`src/rtl/spi_bus_arbiter_if.sv`:
```
// Bundle of client-side inputs and board-side outputs of the SPI bus arbiter.
interface spi_bus_arbiter_if;
  logic [2:0] req;
  logic [2:0] c_sck;
  logic [2:0] c_mosi;
  logic       c_amp_cs;
  logic       c_ad_conv;
  logic       c_dac_cs;
  logic [2:0] grant;
  logic [1:0] owner;
  logic       busy;
  logic       spi_sck;
  logic       spi_mosi;
  logic       amp_cs;
  logic       ad_conv;
  logic       dac_cs;
  logic       spi_ss_b;
  logic       sf_ce0;
  logic       fpga_init_b;
  logic       timeout_err;
  logic [1:0] err_id;

  modport master (
    output req, c_sck, c_mosi, c_amp_cs, c_ad_conv, c_dac_cs,
    input  grant, owner, busy, spi_sck, spi_mosi, amp_cs, ad_conv, dac_cs,
           spi_ss_b, sf_ce0, fpga_init_b, timeout_err, err_id
  );

  modport slave (
    input  req, c_sck, c_mosi, c_amp_cs, c_ad_conv, c_dac_cs,
    output grant, owner, busy, spi_sck, spi_mosi, amp_cs, ad_conv, dac_cs,
           spi_ss_b, sf_ce0, fpga_init_b, timeout_err, err_id
  );
endinterface

```
`src/rtl/spi_bus_arbiter.sv`:
```
// Round-robin arbiter sharing one SPI bus among three clients, with a guard
// gap between owners and a hold-time watchdog that forces a release.
module spi_bus_arbiter #(
  parameter int unsigned GUARD_CYCLES = 4,
  parameter int unsigned TIMEOUT      = 4095
) (
  input  logic             clk,
  input  logic             rst,
  spi_bus_arbiter_if.slave bus
);

  localparam int unsigned NCLI    = 3;
  localparam int unsigned HOLD_W  = 12;
  localparam int unsigned GUARD_W = 4;
  localparam logic [HOLD_W-1:0]  HOLD_LAST  = HOLD_W'(TIMEOUT - 1);
  localparam logic [GUARD_W-1:0] GUARD_LAST = GUARD_W'(GUARD_CYCLES - 1);
  localparam logic [1:0]         NO_OWNER   = 2'd3;

  typedef enum logic [1:0] {
    ST_IDLE  = 2'd0,
    ST_OWN   = 2'd1,
    ST_GUARD = 2'd2
  } state_e;

  state_e              state_q, state_d;
  logic [2:0]          grant_q, grant_d;
  logic [1:0]          owner_q, owner_d;
  logic [1:0]          last_q, last_d;
  logic [HOLD_W-1:0]   hold_q, hold_d;
  logic [GUARD_W-1:0]  guard_q, guard_d;
  logic                timeout_err_q, timeout_err_d;
  logic [1:0]          err_id_q, err_id_d;
  logic [2:0]          blocked_q, blocked_d;

  logic [2:0]          eligible_c;
  logic [1:0]          cand_c;
  logic [1:0]          winner_c;
  logic                win_vld_c;

  // Round-robin pick starting one past the previous owner; forced clients are masked.
  always_comb begin
    eligible_c = bus.req & ~blocked_q;
    cand_c     = 2'd0;
    winner_c   = 2'd0;
    win_vld_c  = 1'b0;
    for (int k = 1; k <= int'(NCLI); k++) begin
      cand_c = 2'((int'(last_q) + k) % int'(NCLI));
      if (!win_vld_c && eligible_c[cand_c]) begin
        win_vld_c = 1'b1;
        winner_c  = cand_c;
      end
    end
  end

  // Next-state logic: grant, release/timeout, guard countdown.
  always_comb begin
    state_d       = state_q;
    grant_d       = grant_q;
    owner_d       = owner_q;
    last_d        = last_q;
    hold_d        = hold_q;
    guard_d       = guard_q;
    timeout_err_d = timeout_err_q;
    err_id_d      = err_id_q;
    blocked_d     = blocked_q & bus.req;

    case (state_q)
      ST_IDLE: begin
        if (win_vld_c) begin
          state_d = ST_OWN;
          grant_d = 3'b001 << winner_c;
          owner_d = winner_c;
          last_d  = winner_c;
          hold_d  = '0;
        end
      end
      ST_OWN: begin
        hold_d = hold_q + HOLD_W'(1);
        if (!bus.req[owner_q] || (hold_q == HOLD_LAST)) begin
          state_d = ST_GUARD;
          grant_d = 3'b000;
          owner_d = NO_OWNER;
          guard_d = '0;
          // A release in the timeout cycle wins over the error.
          if (bus.req[owner_q]) begin
            timeout_err_d       = 1'b1;
            err_id_d            = owner_q;
            blocked_d[owner_q]  = 1'b1;
          end
        end
      end
      ST_GUARD: begin
        if (guard_q == GUARD_LAST) begin
          state_d = ST_IDLE;
        end else begin
          guard_d = guard_q + GUARD_W'(1);
        end
      end
      default: begin
        state_d = ST_IDLE;
        grant_d = 3'b000;
        owner_d = NO_OWNER;
      end
    endcase
  end

  // State and bookkeeping registers with synchronous reset.
  always_ff @(posedge clk) begin
    if (rst) begin
      state_q       <= ST_IDLE;
      grant_q       <= 3'b000;
      owner_q       <= NO_OWNER;
      last_q        <= 2'd2;
      hold_q        <= '0;
      guard_q       <= '0;
      timeout_err_q <= 1'b0;
      err_id_q      <= 2'd0;
      blocked_q     <= 3'b000;
    end else begin
      state_q       <= state_d;
      grant_q       <= grant_d;
      owner_q       <= owner_d;
      last_q        <= last_d;
      hold_q        <= hold_d;
      guard_q       <= guard_d;
      timeout_err_q <= timeout_err_d;
      err_id_q      <= err_id_d;
      blocked_q     <= blocked_d;
    end
  end

  // Bus mux: the owner's signals pass straight through, everything else idles.
  always_comb begin
    bus.spi_sck  = 1'b0;
    bus.spi_mosi = 1'b0;
    bus.amp_cs   = 1'b1;
    bus.ad_conv  = 1'b0;
    bus.dac_cs   = 1'b1;
    if (state_q == ST_OWN) begin
      bus.spi_sck  = bus.c_sck[owner_q];
      bus.spi_mosi = bus.c_mosi[owner_q];
      case (owner_q)
        2'd0:    bus.amp_cs  = bus.c_amp_cs;
        2'd1:    bus.ad_conv = bus.c_ad_conv;
        2'd2:    bus.dac_cs  = bus.c_dac_cs;
        default: ;
      endcase
    end
  end

  assign bus.grant       = grant_q;
  assign bus.owner       = owner_q;
  assign bus.busy        = (state_q != ST_IDLE);
  assign bus.timeout_err = timeout_err_q;
  assign bus.err_id      = err_id_q;
  assign bus.spi_ss_b    = 1'b1;
  assign bus.sf_ce0      = 1'b1;
  assign bus.fpga_init_b = 1'b0;

endmodule

```
`src/flat_wrapper.sv`:
```
// flat-port wrapper written by rule: the top's interface ports become plain ports
module spi_bus_arbiter_flat 
#(
  parameter int unsigned GUARD_CYCLES = 4,
  parameter int unsigned TIMEOUT      = 4095
)
  (clk, rst, bus_req, bus_c_sck, bus_c_mosi, bus_c_amp_cs, bus_c_ad_conv, bus_c_dac_cs, bus_grant, bus_owner, bus_busy, bus_spi_sck, bus_spi_mosi, bus_amp_cs, bus_ad_conv, bus_dac_cs, bus_spi_ss_b, bus_sf_ce0, bus_fpga_init_b, bus_timeout_err, bus_err_id);
  spi_bus_arbiter_if bus_i ();
  input  logic clk;
  input  logic rst;
  input wire logic [$bits(bus_i.req)-1:0] bus_req;
  input wire logic [$bits(bus_i.c_sck)-1:0] bus_c_sck;
  input wire logic [$bits(bus_i.c_mosi)-1:0] bus_c_mosi;
  input wire logic [$bits(bus_i.c_amp_cs)-1:0] bus_c_amp_cs;
  input wire logic [$bits(bus_i.c_ad_conv)-1:0] bus_c_ad_conv;
  input wire logic [$bits(bus_i.c_dac_cs)-1:0] bus_c_dac_cs;
  output wire logic [$bits(bus_i.grant)-1:0] bus_grant;
  output wire logic [$bits(bus_i.owner)-1:0] bus_owner;
  output wire logic [$bits(bus_i.busy)-1:0] bus_busy;
  output wire logic [$bits(bus_i.spi_sck)-1:0] bus_spi_sck;
  output wire logic [$bits(bus_i.spi_mosi)-1:0] bus_spi_mosi;
  output wire logic [$bits(bus_i.amp_cs)-1:0] bus_amp_cs;
  output wire logic [$bits(bus_i.ad_conv)-1:0] bus_ad_conv;
  output wire logic [$bits(bus_i.dac_cs)-1:0] bus_dac_cs;
  output wire logic [$bits(bus_i.spi_ss_b)-1:0] bus_spi_ss_b;
  output wire logic [$bits(bus_i.sf_ce0)-1:0] bus_sf_ce0;
  output wire logic [$bits(bus_i.fpga_init_b)-1:0] bus_fpga_init_b;
  output wire logic [$bits(bus_i.timeout_err)-1:0] bus_timeout_err;
  output wire logic [$bits(bus_i.err_id)-1:0] bus_err_id;
  assign bus_i.req = bus_req;
  assign bus_i.c_sck = bus_c_sck;
  assign bus_i.c_mosi = bus_c_mosi;
  assign bus_i.c_amp_cs = bus_c_amp_cs;
  assign bus_i.c_ad_conv = bus_c_ad_conv;
  assign bus_i.c_dac_cs = bus_c_dac_cs;
  assign bus_grant = bus_i.grant;
  assign bus_owner = bus_i.owner;
  assign bus_busy = bus_i.busy;
  assign bus_spi_sck = bus_i.spi_sck;
  assign bus_spi_mosi = bus_i.spi_mosi;
  assign bus_amp_cs = bus_i.amp_cs;
  assign bus_ad_conv = bus_i.ad_conv;
  assign bus_dac_cs = bus_i.dac_cs;
  assign bus_spi_ss_b = bus_i.spi_ss_b;
  assign bus_sf_ce0 = bus_i.sf_ce0;
  assign bus_fpga_init_b = bus_i.fpga_init_b;
  assign bus_timeout_err = bus_i.timeout_err;
  assign bus_err_id = bus_i.err_id;
  spi_bus_arbiter #(.GUARD_CYCLES(GUARD_CYCLES), .TIMEOUT(TIMEOUT)) u_core (.clk(clk), .rst(rst), .bus(bus_i));
endmodule
```
`config.mk`:
```
export PLATFORM = sky130hd
export DESIGN_NAME = spi_bus_arbiter_flat
export DESIGN_NICKNAME = d
export VERILOG_FILES = /design/src/rtl/spi_bus_arbiter_if.sv /design/src/rtl/spi_bus_arbiter.sv /design/src/flat_wrapper.sv
export SDC_FILE = /design/constraint.sdc
export NUM_CORES = 1
export LEC_CHECK = 0
export CAP_MARGIN = 40
export CORE_AREA = 2 2 64 66
export CTS_BUF_LIST = sky130_fd_sc_hd__clkbuf_8 sky130_fd_sc_hd__clkbuf_16
export DETAILED_ROUTE_END_ITERATION = 8
export DIE_AREA = 0 0 66 68
export PLACE_DENSITY = 0.82
export SLEW_MARGIN = 40
export SYNTH_ARGS = -nofsm -noshare
export SYNTH_HDL_FRONTEND = slang
export SYNTH_SLANG_ARGS = --single-unit
```
`constraint.sdc`:
```
create_clock -name clk -period 3.5 [get_ports clk]
set_clock_uncertainty 0.1 [all_clocks]
set_input_delay 0.35 -clock clk [delete_from_list [all_inputs] [get_ports clk]]
set_output_delay 0.35 -clock clk [all_outputs]
set_load 0.02 [all_outputs]
```
==> impl_metrics.json, run 1 <==
{
  "status": "completed",
  "cts_tree": "built",
  "muxShareOfSynthArea": 0.0517,
  "hold_path.class": "reg -> reg",
  "clk_pin_slew_ns": 0.07,
  "diodes": 0,
  "finalInstanceArea_sq_mm": 0.00234,
  "syn_to_final_growth_pct": 19.6,
  "cts_resized": 0,
  "synth.area.top_cells": "dfxtp_1, ha_1, a21oi_1",
  "fin_ws_ns": 0.736,
  "synthCells": 235,
  "cp-end-kind": "primary output",
  "grt_overflow": 0,
  "synth_edf_count": 0,
  "rows": 23,
  "synth_top_area_frac": 0.317,
  "fillers": 362,
  "slew-limit-headroom": 0.589,
  "power.density_mw_per_mm2": 712,
  "ant_nets": 0,
  "r2r_slack_ns": 0.78,
  "timing_hold_violations_final": 0,
  "utilization": 0.608,
  "first_iter_violations": 157,
  "synth_cell_types": 47,
  "worstSetupEndpoint": "bus_amp_cs",
  "dieArea_sq_mm": 0.00449,
  "dr.pass1.iters": 5,
  "grtUsageTotal": 0.219,
  "start_util": 0.508,
  "vias_per_cell": 5.85,
  "drt_wl_total_microns": 4490,
  "synthAdderAreaFrac": 0.0639,
  "wl_per_cell_microns": 14.5,
  "cts.hold.buffers_added": 0,
  "fin_crit_ns": 2.76,
  "clock_path_buffers": 2,
  "drive_gt1_frac": 0.0692,
  "slew_viol_final": 0,
  "pre_cts_ws_ns": 0.746,
  "fin_nets": 283,
  "finalCritPeriodShare": 0.790,
  "fp.dieH_microns": 68,
  "vias": 1813,
  "place_hpwl_microns": 3200,
  "core-area_sq_mm": 0.00386,
  "grt_pass1_vias": 1714,
  "setup_viol": 0,
  "maxCapViolCount": 0,
  "rsz0062_at_grt": "false",
  "post_cts.repair.setup_buffers": 0,
  "ios": 31,
  "place_area_sq_mm": 0.00222,
  "synth_seq_cells": 31,
  "rr_startpoint": "u_core.last_q[0]",
  "die_x_microns": 66,
  "drc": 0,
  "rr_endpoint": "u_core.bus.grant[2]",
  "maxClockFrequency_mhz": 362,
  "cts_root_buffer": "clkbuf_8",
  "syn_area_sq_mm": 0.00196,
  "grt_pass1_wl_microns": 7670,
  "cts.sinks": 31,
  "yosysTopAreaCell": "dfxtp_1",
  "place.gp.congestion": 0.798,
  "tns_ns": 0,
  "crit_path_max_fanout": 12,
  "crit_path_start": "u_core.state_q[1]",
  "clk_latency_ns": 0.28,
  "crit_required_ns": 3.05,
  "max_slew.worst_pin.slew_ns": 0.611,
  "ys_seq_area_frac": 0.317,
  "r2r_cells": 8,
  "synth_compound_area_frac": 0.199,
  "synth_xor_area_frac": 0,
  "antenna_found_initial": 0,
  "syn_area_per_cell_sq_um": 8.34,
  "synth_ff_type": "dfxtp_1",
  "numCtsBuffers": 5,
  "grt_max_degree": 29,
  "start_kind": "register",
  "arrival_ns": 2.31,
  "synth-simple-area-share": 0.292,
  "io_buffer_count": 27,
  "criticalPathCategory": "reg -> out",
  "synth_top_family_by_area": "simple AND/OR/NAND/NOR gates",
  "ir_drop_v": 0.000485,
  "async_flop_share": 0,
  "leakagePower_nw": 0.853,
  "htree_levels": 2,
  "ys_warn_count": 0
}
## cells in the mapped netlist (2+ instances only)
cell type,instances
inv_1,13
o21ai_0,7
nand3b_1,2
nand3_1,7
o31ai_1,7
o21ai_1,6
a31oi_1,3
clkbuf_1,4
nor3_1,7
mux2i_1,9
conb_1,2
nor2b_1,3
nor2_1,16
buf_6,3
nand2_1,13
or4_1,7
a21oi_1,21
nand2b_1,5
ha_1,10
nor4b_1,2
nor3b_1,4
or4b_1,2
o41ai_1,2
o211ai_1,2
buf_4,4
or3_1,12
o21a_1,3
nand4_1,2
dfxtp_1,31
a211oi_1,3
nor4bb_1,6
buf_2,2
## kinds of logic after synthesis
group                      Yosys count
and+or+nand+nor                     93
other                                2
muxes                               10
buffers and inverters               27
adders and majority gates           10
DFF                                 31
AOI/OAI and AO/OA                   62
## where the power goes
part	total [mW]	internal (mW)	leakage, nW	switching, mW
Clock	0.370	0.230	0.0612	0.140
Combinational	0.840	0.333	0.540	0.507
Sequential	0.457	0.401	0.252	0.0559
Total	1.67	0.965	0.853	0.702
## worst max-delay path, stage by stage, from the launching register on
cell             delay [ns]
dfxtp_1                0.32
inv_1                  0.08
ha_1                   0.29
inv_1                  0.23
or4_1                  0.55
clkdlybuf4s50_1        0.55
## worst min path at each step
stage | start | to | slack (ns) | cells after the start
5_1_grt | u_core.bus.timeout_err | u_core.bus.timeout_err | 0.38 | 2
3_3_place_gp | u_core.bus.timeout_err | u_core.bus.timeout_err | 0.33 | 2
4_1_cts | u_core.bus.grant[1] | u_core.bus.grant[1] | 0.36 | 2
6_report | u_core.bus.grant[1] | u_core.bus.grant[1] | 0.36 | 2
2_1_floorplan | u_core.hold_q[5] | u_core.hold_q[5] | 0.35 | 2
3_5_place_dp | u_core.bus.grant[1] | u_core.bus.grant[1] | 0.35 | 2
## cell usage in the layout (no fill, tap or decap), drive strengths merged, types with 3 or more instances in the layout
cell and instances:
nor3 8, nand2 13, clkdlybuf4s50 27, conb 3
o21ai 13, nand2b 5, ha 10, or3 12
nor4bb 6, inv 13, nor2b 3, o21a 3
o31ai 7, nand3 7, mux2i 9, nor3b 4
a31oi 3, or4b 3, dfxtp 31, a211oi 3
clkbuf 6, a21oi 22, nor2 16, or4 8
## cell type report
type	instances	area, sq um	share of cell area
flip-flops and latches	31	621	0.265
repair buffers	29	285	0.122
well taps	50	62.6	0.0267
clock buffers	6	82.6	0.0352
clock inverters	2	35.0	0.0149
multi-input cells	178	1200	0.514
inverters	14	52.6	0.0224
## per-stage QoR
step / hold slack (ns) / cells / power [mW]
final: 0.361 / 310 / 1.67
after floorplan: 0.352 / 236 / 1.13
after detailed placement: 0.352 / 302 / 1.29
after global routing: 0.384 / 310 / 1.78
after CTS: 0.362 / 310 / 1.67
after global placement: 0.332 / 302 / 1.27
## sequential cells by signal, summed over array words and instances (netlist names), 2 cells and up
register           flops
u_core.bus.grant       3
u_core.blocked_q       3
u_core.hold_q         12
u_core.bus.owner       2
u_core.last_q          2
u_core.bus.err_id      2
u_core.guard_q         4
u_core.state_q         2
## routing by layer
| layer | track usage | wire [microns] | up-vias |
|---|---|---|---|
| li1 | - | - | 916 |
| met1 | 0.269 | 2100 | 854 |
| met2 | 0.374 | 2180 | 37 |
| met3 | 0.0461 | 152 | 6 |
| met4 | 0.0944 | 61 | 0 |
| met5 | 0 | 0 | - |
(Power assumes the default switching activity.)
==> run 2: changes to the inputs <==
--- a/config.mk
+++ b/config.mk
@@ -6,11 +6,11 @@
 export NUM_CORES = 1
 export LEC_CHECK = 0
 export CAP_MARGIN = 40
-export CORE_AREA = 2 2 64 66
+export CORE_AREA = 2 2 67 69
 export CTS_BUF_LIST = sky130_fd_sc_hd__clkbuf_8 sky130_fd_sc_hd__clkbuf_16
 export DETAILED_ROUTE_END_ITERATION = 8
-export DIE_AREA = 0 0 66 68
-export PLACE_DENSITY = 0.82
+export DIE_AREA = 0 0 69 71
+export PLACE_DENSITY = 0.79
 export SLEW_MARGIN = 40
 export SYNTH_ARGS = -nofsm -noshare
 export SYNTH_HDL_FRONTEND = slang
==> constraint.sdc (replaced) <==
create_clock -name clk -period 2.3 [get_ports clk]
set_clock_uncertainty 0.1 [all_clocks]
set_input_delay 0.23 -clock clk [delete_from_list [all_inputs] [get_ports clk]]
set_output_delay 0.23 -clock clk [all_outputs]
set_load 0.02 [all_outputs]
==> impl_metrics.json, run 2 (synthesis results as in run 1) <==
{
  "diodes": 0,
  "grt_max_degree": 26,
  "timing_hold_violations_final": 0,
  "whs_ns": 0.351,
  "numCtsBuffers": 5,
  "p_sw_mw": 1.11,
  "wl_per_cell_microns": 13.6,
  "cts.sinks": 31,
  "finalCritPeriodShare": 0.989,
  "rows": 24,
  "arrival_ns": 2.34,
  "cts_root_buffer": "clkbuf_8",
  "mostFrequentLayoutCell": "dfxtp_1",
  "fillers": 380,
  "setup_viol": 0,
  "maxCapViolCount": 0,
  "grt_pass1_wl_microns": 8110,
  "clk_latency_ns": 0.28,
  "internal-power_mw": 1.58,
  "io_buffer_count": 27,
  "final_cell_mix": "dfxtp_1, buf_4, clkdlybuf4s50_1",
  "crit_path_max_fanout": 25,
  "utilization": 0.606,
  "max_slew.worst_pin.slew_ns": 0.639,
  "grtUsageTotal": 0.202,
  "largest-register": "u_core.hold_q",
  "core-area_sq_mm": 0.00420,
  "place.gp.congestion": 0.810,
  "hold_path.class": "reg -> reg",
  "clk_pin_slew_ns": 0.07,
  "fp.dieH_microns": 71,
  "drc": 0,
  "syn_to_final_growth_pct": 29.9,
  "first_iter_violations": 154,
  "cts_tree": "built",
  "cp_slowest_cell": "or4_4",
  "status": "completed",
  "criticalPathCategory": "reg -> reg",
  "die_x_microns": 69,
  "drt_wl_total_microns": 4610,
  "vias_per_cell": 5.70,
  "slew_viol_final": 0,
  "largestRegisters": "u_core.hold_q: 12 flops, u_core.guard_q: 4 flops",
  "leakagePower_nw": 0.971,
  "dr.pass1.iters": 4,
  "grt_pass1_vias": 1814,
  "post_cts.repair.setup_buffers": 0,
  "place_hpwl_microns": 3540,
  "htree_levels": 2,
  "crit_required_ns": 2.37,
  "cp-end-kind": "register",
  "cts_resized": 2,
  "antenna_found_initial": 0,
  "swShare": 0.414,
  "ios": 31,
  "tns_ns": 0,
  "grt_overflow": 0,
  "clock_path_buffers": 2,
  "start_util": 0.466,
  "slew-limit-headroom": 0.570,
  "seq_power_share": 0.253,
  "largest_reg_flops": 12,
  "start_kind": "register",
  "cts.hold.buffers_added": 0,
  "maxClockFrequency_mhz": 439,
  "power.density_mw_per_mm2": 1060,
  "fin_nets": 310,
  "ir_drop_v": 0.000694,
  "drive_gt1_frac": 0.167,
  "vias": 1932,
  "ant_nets": 0,
  "rsz0062_at_grt": "true",
  "power.share.clock": 0.150,
  "crit_path_cell_trace": "inv_1 > ha_2 > nor4bb_1 > or4_4 > nor4_4 > buf_12 > buf_4 > or3_1 > a21oi_1",
  "slowest_delay_ns": 0.58,
  "dieArea_sq_mm": 0.00490,
  "power_frac_comb": 0.597,
  "fin_crit_ns": 2.28
}
run 2: cell count changes in the layout (fill, tap and decap cells not counted), sizes merged:
cell	previous run	this run
dlygate4sd2	0	2
clkbuf	6	5
inv	13	15
bufinv	1	0
clkdlybuf4s50	27	25
buf	2	29
run 2: per-stage QoR:
step	worst slack [ns]	std cells	total power [mW]	instance area [sq um]
5_1_grt	-0.103	339	2.89	2550
6_report	0.0246	339	2.69	2550
3_3_place_gp	-0.0424	331	2.25	2460
2_1_floorplan	0.0115	236	1.74	1980
3_5_place_dp	-0.0709	331	2.28	2460
4_1_cts	0.0104	339	2.69	2540
run 2: cell type report:
| type | count | area [sq um] | area share |
|---|---|---|---|
| multi-input combinational | 178 | 1220 | 0.479 |
| sequential | 31 | 628 | 0.247 |
| timing repair buffer | 56 | 498 | 0.196 |
| clock buffer | 5 | 68.8 | 0.0270 |
| tap | 52 | 65.1 | 0.0256 |
| inverter | 14 | 55.1 | 0.0216 |
| clock inverter | 3 | 12.5 | 0.00491 |
run 2: path summary, 6_finish.rpt:
kind	depth (start not counted)	slack [ns]	to	startpoint
worst min register to register	2	0.35	u_core.bus.timeout_err	u_core.bus.timeout_err
worst max-delay path	9	0.02	u_core.hold_q[2]	u_core.last_q[1]
worst min-delay path	2	0.35	u_core.bus.timeout_err	u_core.bus.timeout_err
worst max register to register	9	0.02	u_core.hold_q[2]	u_core.last_q[1]
run 2: routing by layer:
metal | share of wire | wire length, microns | global-route usage | up-vias
met5 | 0 | 0 | 0 | -
met4 | 0.019 | 87 | 0.0806 | 0
met3 | 0.029 | 135 | 0.0442 | 10
met2 | 0.51 | 2340 | 0.355 | 37
met1 | 0.44 | 2040 | 0.239 | 914
li1 | - | - | - | 971
run 2: worst max-delay path, delay by kind of cell (launching register included):
family / cells / cell delay [ns]
buffers and inverters: 3 / 0.39
flip-flops: 1 / 0.37
AND/OR/NAND/NOR: 4 / 1.04
adder cells (fa/ha/maj): 1 / 0.20
AO/OA/AOI/OAI: 1 / 0.06
run 2: power groups by stage:
stage          registers [mW]  logic [mW]  clock network (mW)
3_5_place_dp            0.684        1.60                   0
4_1_cts                 0.673        1.60               0.412
3_3_place_gp            0.680        1.57                   0
5_1_grt                 0.690        1.76               0.445
6_report                0.681        1.60               0.404
2_1_floorplan           0.706        1.03                   0
